$ cat src/rtl/aether_mem_pkg.sv
// Shared memory-port definitions for the Aether engine: command encoding,
// arbiter state encoding and bulk-transfer requester indices.
package aether_mem_pkg;

    typedef enum logic [1:0] {
        MEM_IDLE  = 2'b00,
        MEM_WRITE = 2'b01,
        MEM_READ  = 2'b10
    } mem_cmd_t;

    typedef enum logic [1:0] {
        ARB_IDLE  = 2'b00,
        ARB_XFER  = 2'b01,
        ARB_DRAIN = 2'b10
    } arb_state_t;

    localparam int REQ_LDW = 0;
    localparam int REQ_CNV = 1;
    localparam int REQ_DNS = 2;
    localparam int REQ_LIP = 3;

endpackage

$ cat src/rtl/aether_rr_arbiter.sv
// Combinational round-robin pick: first asserted request at or after the
// priority pointer, returned as a one-hot grant plus a valid flag.
module aether_rr_arbiter #(
    parameter int NUM_REQ = 4,
    parameter int PTR_W   = 2
) (
    input  logic [NUM_REQ-1:0] req_i,
    input  logic [PTR_W-1:0]   ptr_i,
    output logic [NUM_REQ-1:0] gnt_o,
    output logic               vld_o
);

    logic [PTR_W:0] w_idx;

    always_comb begin
        gnt_o = '0;
        vld_o = 1'b0;
        w_idx = '0;
        for (int k = 0; k < NUM_REQ; k++) begin
            w_idx = {1'b0, ptr_i} + (PTR_W+1)'(k);
            if (w_idx >= (PTR_W+1)'(NUM_REQ)) begin
                w_idx = w_idx - (PTR_W+1)'(NUM_REQ);
            end
            if (!vld_o && req_i[w_idx[PTR_W-1:0]]) begin
                gnt_o[w_idx[PTR_W-1:0]] = 1'b1;
                vld_o                   = 1'b1;
            end
        end
    end

endmodule

$ cat src/rtl/aether_mem_arbiter.sv
// Round-robin owner of the external memory port: sequences burst addresses,
// counts issued and returned beats, and routes write/read data handshakes.
module aether_mem_arbiter
    import aether_mem_pkg::*;
#(
    parameter int NUM_REQ = 4,
    parameter int ADDR_W  = 20,
    parameter int DATA_W  = 16,
    parameter int BURST_W = 8
) (
    input  logic                       clk_i,
    input  logic                       rst_ni,
    input  logic                       flush_i,
    input  logic [NUM_REQ-1:0]         req_i,
    input  logic [NUM_REQ-1:0]         req_we_i,
    input  logic [NUM_REQ*ADDR_W-1:0]  req_addr_i,
    input  logic [NUM_REQ*BURST_W-1:0] req_len_i,
    input  logic [NUM_REQ*DATA_W-1:0]  req_wdata_i,
    output logic [NUM_REQ-1:0]         gnt_o,
    output logic [NUM_REQ-1:0]         wdata_rdy_o,
    output logic [DATA_W-1:0]          rdata_o,
    output logic [NUM_REQ-1:0]         rdata_vld_o,
    output logic [NUM_REQ-1:0]         done_o,
    output logic [1:0]                 mem_cmd_o,
    output logic [ADDR_W-1:0]          mem_addr_o,
    output logic [DATA_W-1:0]          mem_wdata_o,
    input  logic                       mem_rdy_i,
    input  logic [DATA_W-1:0]          mem_rdata_i,
    input  logic                       mem_rvld_i,
    output logic                       busy_o,
    output logic                       err_o
);

    localparam int REQ_W = (NUM_REQ > 1) ? $clog2(NUM_REQ) : 1;
    localparam int CNT_W = BURST_W + 1;

    arb_state_t          r_state;
    logic [REQ_W-1:0]    r_ptr;
    logic [REQ_W-1:0]    r_owner;
    logic                r_we;
    logic [ADDR_W-1:0]   r_addr;
    logic [BURST_W-1:0]  r_len;
    logic [CNT_W-1:0]    r_issued;
    logic [CNT_W-1:0]    r_returned;
    logic [NUM_REQ-1:0]  r_done;
    logic                r_err;

    logic [ADDR_W-1:0]   w_addr  [NUM_REQ];
    logic [BURST_W-1:0]  w_len   [NUM_REQ];
    logic [DATA_W-1:0]   w_wdata [NUM_REQ];

    generate
        for (genvar gi = 0; gi < NUM_REQ; gi++) begin : g_unpack
            assign w_addr[gi]  = req_addr_i[gi*ADDR_W +: ADDR_W];
            assign w_len[gi]   = req_len_i[gi*BURST_W +: BURST_W];
            assign w_wdata[gi] = req_wdata_i[gi*DATA_W +: DATA_W];
        end
    endgenerate

    // A requester whose done_o is showing may still hold req_i this cycle.
    logic [NUM_REQ-1:0]  w_req_eff;
    logic [NUM_REQ-1:0]  w_pick_oh;
    logic                w_pick_vld;
    logic [REQ_W-1:0]    w_pick_idx;

    assign w_req_eff = req_i & ~r_done;

    aether_rr_arbiter #(
        .NUM_REQ (NUM_REQ),
        .PTR_W   (REQ_W)
    ) u_rr (
        .req_i   (w_req_eff),
        .ptr_i   (r_ptr),
        .gnt_o   (w_pick_oh),
        .vld_o   (w_pick_vld)
    );

    always_comb begin
        w_pick_idx = '0;
        for (int k = 0; k < NUM_REQ; k++) begin
            if (w_pick_oh[k]) w_pick_idx = REQ_W'(k);
        end
    end

    function automatic logic [REQ_W-1:0] f_next_ptr(input logic [REQ_W-1:0] idx);
        return (idx == REQ_W'(NUM_REQ - 1)) ? '0 : idx + REQ_W'(1);
    endfunction

    logic [NUM_REQ-1:0]  w_owner_oh;
    logic                w_xfer;
    logic [CNT_W-1:0]    w_len_p1;
    logic                w_rd_issuing;
    logic                w_issue;
    logic [CNT_W-1:0]    w_issued_next;
    logic                w_ret_ok;
    logic [CNT_W-1:0]    w_returned_next;
    logic                w_complete;
    mem_cmd_t            w_cmd;

    assign w_owner_oh      = NUM_REQ'(1) << r_owner;
    assign w_xfer          = (r_state == ARB_XFER);
    assign w_len_p1        = {1'b0, r_len} + CNT_W'(1);
    assign w_rd_issuing    = w_xfer & ~r_we & (r_issued < w_len_p1);
    assign w_issue         = w_xfer & mem_rdy_i & (r_we | w_rd_issuing);
    assign w_issued_next   = r_issued + CNT_W'(w_issue);
    // Counting against issued_next accepts a return in the same cycle as its issue.
    assign w_ret_ok        = mem_rvld_i & (r_returned < w_issued_next)
                           & ((w_xfer & ~r_we) | (r_state == ARB_DRAIN));
    assign w_returned_next = r_returned + CNT_W'(w_ret_ok);
    assign w_complete      = w_xfer & ~flush_i
                           & ((r_we & w_issue & (r_issued == {1'b0, r_len}))
                           | (~r_we & (w_returned_next == w_len_p1)));

    always_comb begin
        w_cmd = MEM_IDLE;
        if (w_xfer && r_we)  w_cmd = MEM_WRITE;
        else if (w_rd_issuing) w_cmd = MEM_READ;
    end

    always_ff @(posedge clk_i or negedge rst_ni) begin
        if (!rst_ni) begin
            r_state    <= ARB_IDLE;
            r_ptr      <= '0;
            r_owner    <= '0;
            r_we       <= 1'b0;
            r_addr     <= '0;
            r_len      <= '0;
            r_issued   <= '0;
            r_returned <= '0;
            r_done     <= '0;
            r_err      <= 1'b0;
        end else begin
            r_done     <= '0;
            r_issued   <= w_issued_next;
            r_returned <= w_returned_next;
            if (w_issue) r_addr <= r_addr + ADDR_W'(1);
            if (flush_i) r_err <= 1'b0;
            else if (mem_rvld_i && !w_ret_ok) r_err <= 1'b1;

            case (r_state)
                ARB_IDLE: begin
                    if (!flush_i && w_pick_vld) begin
                        r_state    <= ARB_XFER;
                        r_owner    <= w_pick_idx;
                        r_we       <= req_we_i[w_pick_idx];
                        r_addr     <= w_addr[w_pick_idx];
                        r_len      <= w_len[w_pick_idx];
                        r_issued   <= '0;
                        r_returned <= '0;
                    end
                end
                ARB_XFER: begin
                    if (flush_i) begin
                        r_state <= (!r_we && (w_returned_next != w_issued_next)) ? ARB_DRAIN : ARB_IDLE;
                    end else if (w_complete) begin
                        r_state <= ARB_IDLE;
                        r_done  <= w_owner_oh;
                        r_ptr   <= f_next_ptr(r_owner);
                    end
                end
                ARB_DRAIN: begin
                    if (w_returned_next == r_issued) r_state <= ARB_IDLE;
                end
                default: r_state <= ARB_IDLE;
            endcase
        end
    end

    assign gnt_o       = w_xfer ? w_owner_oh : '0;
    assign wdata_rdy_o = (w_xfer && r_we && mem_rdy_i) ? w_owner_oh : '0;
    assign rdata_vld_o = (w_xfer && w_ret_ok) ? w_owner_oh : '0;
    assign rdata_o     = mem_rdata_i;
    assign done_o      = r_done;
    assign mem_cmd_o   = w_cmd;
    assign mem_addr_o  = r_addr;
    assign mem_wdata_o = (w_xfer && r_we) ? w_wdata[r_owner] : '0;
    assign busy_o      = (r_state != ARB_IDLE);
    assign err_o       = r_err;

endmodule

$ cat config.mk
export PLATFORM = sky130hd
export DESIGN_NAME = aether_mem_arbiter
export DESIGN_NICKNAME = d
export VERILOG_FILES = /design/src/rtl/aether_mem_pkg.sv /design/src/rtl/aether_rr_arbiter.sv /design/src/rtl/aether_mem_arbiter.sv
export SDC_FILE = /design/constraint.sdc
export NUM_CORES = 1
export LEC_CHECK = 0
export ABC_AREA = 1
export CAP_MARGIN = 20
export CORE_ASPECT_RATIO = 2
export CORE_MARGIN = 2
export CORE_UTILIZATION = 42
export CTS_CLUSTER_SIZE = 20
export DETAILED_ROUTE_END_ITERATION = 8
export PLACE_DENSITY = 0.87
export SLEW_MARGIN = 20
export SYNTH_ARGS = -nofsm -noshare
export SYNTH_HDL_FRONTEND = slang
export SYNTH_SLANG_ARGS = --single-unit
$ cat constraint.sdc
create_clock -name clk_i -period 14.1 [get_ports clk_i]
set_input_delay 3.525 -clock clk_i [delete_from_list [all_inputs] [get_ports clk_i]]
set_output_delay 3.525 -clock clk_i [all_outputs]
set_load 0.05 [all_outputs]
; ---- Word level (Yosys, flattened, before mapping)
; Cells that the tools add are included.
[totals]
inputBits = 205
elab_cells = 165
ff_bits = 58
out_inout_bits = 72
[classes]
bitwise = 23
n_lt_le_gt_ge = 17
reduce_logical = 25
n_mux = 67
n_shift = 1
n_eq_ne = 10
n_addsub = 12
[op_table]
columns = op, n
row1 = two-way mux 20 bit, 5
row2 = two-way mux 16 bit, 3
row3 = binary-select mux 20 bit (select 2 bit), 1
row4 = two-way mux 4 bit, 10
row5 = two-way mux 9 bit, 4
row6 = binary-select mux 16 bit (select 2 bit), 1
row7 = two-way mux 2 bit, 14
row8 = adder 20 x 1 -> 20 bit (second input constant), 1
row9 = adder 9 x 1 -> 9 bit, 2
row10 = equality test 9 bit, 2
row11 = less-than comparator 9 bit, 2
row12 = binary-select mux 8 bit (select 2 bit), 1
row13 = two-way mux 1 bit, 16
row14 = two-way mux 8 bit, 2
row15 = >= comparator 3 bit (second input constant), 5
row16 = less-than comparator 2 x 3 -> 1 bit (second input constant), 5
row17 = logical AND 1 bit, 13
row18 = OR 4 bit, 3
row19 = bitwise AND 1 bit, 11
row20 = binary-select mux 1 bit (select 2 bit), 5
row21 = adder 8 x 1 -> 9 bit (second input constant), 1
row22 = equality test 9 x 8 -> 1 bit, 1
row23 = inequality test 9 bit, 1
row24 = demux 1 bit (select 2 bit), 4
row25 = other kinds (23), 42

; ---- Depth between registers and ports, before layout
[depth]
word_depth = 23
mapped_depth = 46

; ---- Modules after synthesis
; A second synthesis with hierarchy kept.
[hier_totals]
hier_cells = 1021
area_unflattened_um2 = 6197.2
[modules_own_cells]
columns = module, area_each_um2, n_inst, cells_per_inst
row1 = aether_mem_arbiter, 5773.0, 1, 945
row2 = aether_rr_arbiter, 424.2, 1, 76

; ---- Worst setup path after synthesis
; No wires, ideal clock.
[synth_path]
kind = in2out
from = in mem_rdy_i
to = out rdata_vld_o[0]
path_stages = 19
path_buffers = 1
arrival_time_ns = 6.246
slack_ns = 4.329
path_cell_list = inv_1 > nor2_1 > o21ai_0 > inv_1 > buf_2 > ha_1 > nand3_1 > nor3_2 > xor2_1 > ha_1 > o21ai_0 > inv_1 > nand4_1 > nand2_1 > nand2_1 > nand3_1 > inv_1 > nand2_1 > nor2_1
[synth_between]
elab_chain_cells = 8
[synth_lines]
columns = element, line_no
row1 = from (decl), aether_mem_arbiter.sv:27  ; input logic mem_rdy_i,
row2 = bitwise AND 1 bit (2 in series), aether_mem_arbiter.sv:104  ; assign w_issue = w_xfer & mem_rdy_i & (r_we | w_rd_issuing);
row3 = adder 9 x 1 -> 9 bit, aether_mem_arbiter.sv:105  ; assign w_issued_next = r_issued + CNT_W'(w_issue);
row4 = less-than comparator 9 bit, aether_mem_arbiter.sv:107  ; assign w_ret_ok = mem_rvld_i & (r_returned < w_issued_next)
row5 = bitwise AND 1 bit, aether_mem_arbiter.sv:107
row6 = bitwise AND 1 bit, aether_mem_arbiter.sv:108  ; & ((w_xfer & ~r_we) | (r_state == ARB_DRAIN));
row7 = logical AND 1 bit, aether_mem_arbiter.sv:171  ; assign rdata_vld_o = (w_xfer && w_ret_ok) ? w_owner_oh : '0;
row8 = two-way mux 4 bit, aether_mem_arbiter.sv:171
row9 = to (decl), aether_mem_arbiter.sv:22  ; output logic [NUM_REQ-1:0] rdata_vld_o,
; Every way passes these cells.

; ---- Worst setup path after layout
; Ends and elaborated chain as after synthesis.

==> results.cfg <==
[floorplanning]
num_rows = 64
fp.coreArea_um2 = 15200
chipHeight_um = 180
dieArea_um2 = 16500
ios = 277
start_util = 0.425
die-width_um = 91.8

[cts]
cts.sinks = 58
cts_made_buffers = 9
clock-root-buffer = clkbuf_16
htree_levels = 3
ctsHoldBuffers = 0
post_cts_buffers = 0
post_cts_resized = 0
cts_tree = built
path_clk_slew_ns = 0.05
insertion_delay_ns = 0.34
cts_buffer_depth = 2

[synthesis]
synth.distinct_cells = 37
yosys_warnings = 0
synth.top_cell.area_share = 0.224
ys_seq_area_frac = 0.224
syn_nets = 1328
yosys-top-cells-area = dfrtp_1 (22%), nand2_1 (15%), nor2_1 (14%)
synth-seq-cells = 58
syn_area_um2 = 6470
avgSynthCellArea_um2 = 5.92
synth_cells = 1094
yosys.area.top_type = dfrtp_1

[route]
drt_iter0_drc = 493
wl_per_cell_um = 16.7
num_vias = 7928
vias_per_cell = 5.30
routed_wl_mm = 24.9
drc_errors = 0
dr.pass1.iters = 6
drtAntennaViolNets = 0

[setup_path]
worstPathRequired_ns = 10.57
cp_max_fo = 20
cp-start-kind = input port
arrival_ns = 7.92
crit_type = input port to primary output
critPathCaptureType = primary output

[sta]
hold_viol_final = 0
fin_crit_sh = 0.811
fin_setup_tns_ns = 0
finClkSkew_ns = 0.00963
fmax_mhz = 87.4
rsz0062_at_grt = false
period_needed_ns = 11.44
maxSlewViolCount = 0
setup_viol = 0
worst_pin_slew_ns = 0.971
slew_headroom = 0.351

[layout]
drive_gt1_frac = 0.0370
final.fill_count = 1419
nNetsFinal = 1528
fin_cells = 1496
multi_input_area_um2 = 4160
area_growth_pct = 41.5
ff_latch_area_um2 = 1450
n_antenna_cell = 0

[pwr]
vdd_drop_max_v = 0.000245
power.density_nw_per_um2 = 215
p_leak_nw = 4.45

[run]
maxCapViolCount = 0

[grt]
antenna_found_initial = 0
grt_max_degree = 59
grt-ovfl-total = 0
track_usage = 0.302
grt_pass1_wl_mm = 39.3
grt_pass1_vias = 7776

[place]
placed_cells = 1481
dp_hpwl_mm = 19.7
port_buffers = 244
gp_congestion = 1.01

[outcome]
status = complete, no violations

[min_path]
hold_path.class = flop to flop
## path summary, 6_finish.rpt
check | from | endpoint | slack [ns] | cells after the start
worst max-delay path | mem_rdy_i | rdata_vld_o[0] | 2.66 | 21
worst min register to register | err_o | err_o | 0.52 | 2
worst min-delay path | err_o | err_o | 0.52 | 2
max in group asynchronous | rst_ni | r_returned[6] | 10.21 | 2
min in group asynchronous | rst_ni | mem_addr_o[7] | 3.35 | 2
worst max register to register | r_len[0] | r_state[1] | 7.17 | 37
## Yosys cell counts (all sizes together)
cell type  number
o21a            1
nand4          23
xnor2          21
ha             29
inv           131
nor4            5
dfrtp          58
xor2           20
nand3          69
a21oi          42
clkbuf         21
a22o            1
nor3           18
buf            39
a21boi          1
o21ai          82
o22ai           1
nor4b           1
o21bai          1
o211ai          2
nand3b         14
or2             2
clkinv          3
nand2         268
a211oi          2
nor2          239
## placed cells by master (no fill, tap or decap), types with 2 or more instances in the layout
cell type | Yosys | routed
ha_1 | 29 | 29
nor3_1 | 17 | 17
nand4_1 | 23 | 23
a21oi_2 | 8 | 8
nand2_2 | 2 | 2
dfrtp_1 | 58 | 58
o21ai_1 | 12 | 13
a211oi_1 | 2 | 2
xnor2_1 | 21 | 21
nand2_4 | 2 | 2
nor2_4 | 3 | 3
nand3_1 | 63 | 63
clkdlybuf4s50_1 | 0 | 243
nand3b_1 | 14 | 14
bufinv_16 | 0 | 2
nand3_2 | 6 | 6
clkbuf_1 | 19 | 2
nor2_1 | 236 | 236
clkinv_1 | 3 | 3
o211ai_1 | 2 | 2
a21oi_1 | 34 | 34
inv_2 | 5 | 5
inv_1 | 126 | 126
o21ai_0 | 70 | 69
xor2_1 | 20 | 20
clkbuf_8 | 0 | 2
nor4_1 | 5 | 5
buf_4 | 18 | 5
clkbuf_16 | 0 | 9
or2_2 | 2 | 2
nand2_1 | 264 | 264
## metal layers
| metal | track usage | wire (um) | vias to the layer above |
|---|---|---|---|
| met5 | 0 | 0 | - |
| met4 | 0.216 | 2040 | 0 |
| met3 | 0.0448 | 1610 | 132 |
| met2 | 0.544 | 12900 | 410 |
| met1 | 0.309 | 8370 | 3561 |
| li1 | - | - | 3825 |
## final cells by class
| type | count | share of cell area |
|---|---|---|
| Multi-Input combinational cell | 842 | 0.454 |
| Inverter | 134 | 0.0549 |
| Timing Repair Buffer | 249 | 0.270 |
| Sequential cell | 58 | 0.159 |
| Clock buffer | 13 | 0.0284 |
| Clock inverter | 2 | 0.00656 |
| Tap cell | 198 | 0.0271 |
## power by group
part | leakage (nW) | total, mW | internal, mW | switching, mW
clock network | 0.156 | 0.240 | 0.163 | 0.0762
logic | 3.56 | 1.41 | 0.456 | 0.953
registers | 0.740 | 0.319 | 0.222 | 0.0972
## logic make-up after synthesis
| kind of cell | share of synthesized area |
|---|---|
| and+or+nand+nor | 0.420 |
| buffers and inverters | 0.133 |
| AOI/OAI and AO/OA | 0.111 |
| DFF | 0.224 |
| xor gates and xnor gates | 0.0555 |
| adders and majority gates | 0.0561 |
## stage by stage
stage	setup slack [ns]	cell area, um2	total power, mW	util	hold WS, ns
after detailed placement	2.76	8830	1.71	0.581	0.522
after CTS	2.71	9160	1.96	0.602	0.530
after global routing	2.36	9160	2.12	0.602	0.553
after global placement	2.83	8830	1.69	0.581	0.505
final	2.66	9160	1.97	0.602	0.523
after floorplan	4.33	6470	1.34	-	0.511
## worst max-delay path, cell delays in order
cell             delay [ns]
clkdlybuf4s50_1        0.45
inv_1                  0.05
nor2_1                 0.20
o21ai_1                0.10
buf_4                  0.21
inv_1                  0.38
ha_1                   0.30
nand3_1                0.16
nor3_2                 0.26
xor2_1                 0.27
ha_1                   0.27
o21ai_0                0.07
inv_1                  0.05
nand4_1                0.10
nand2_1                0.05
nand2_1                0.07
nand3_1                0.10
inv_1                  0.10
nand2_1                0.16
nor2_1                 0.17
clkdlybuf4s50_1        0.84
## sequential cells by signal, indices dropped and copies added, names as in the netlist, 2 cells and up
register	count
mem_addr_o	20
r_owner	2
done_o	4
r_len	8
r_issued	9
r_ptr	2
r_returned	9
r_state	2
No activity file was read; power rests on OpenSTA's default activity.
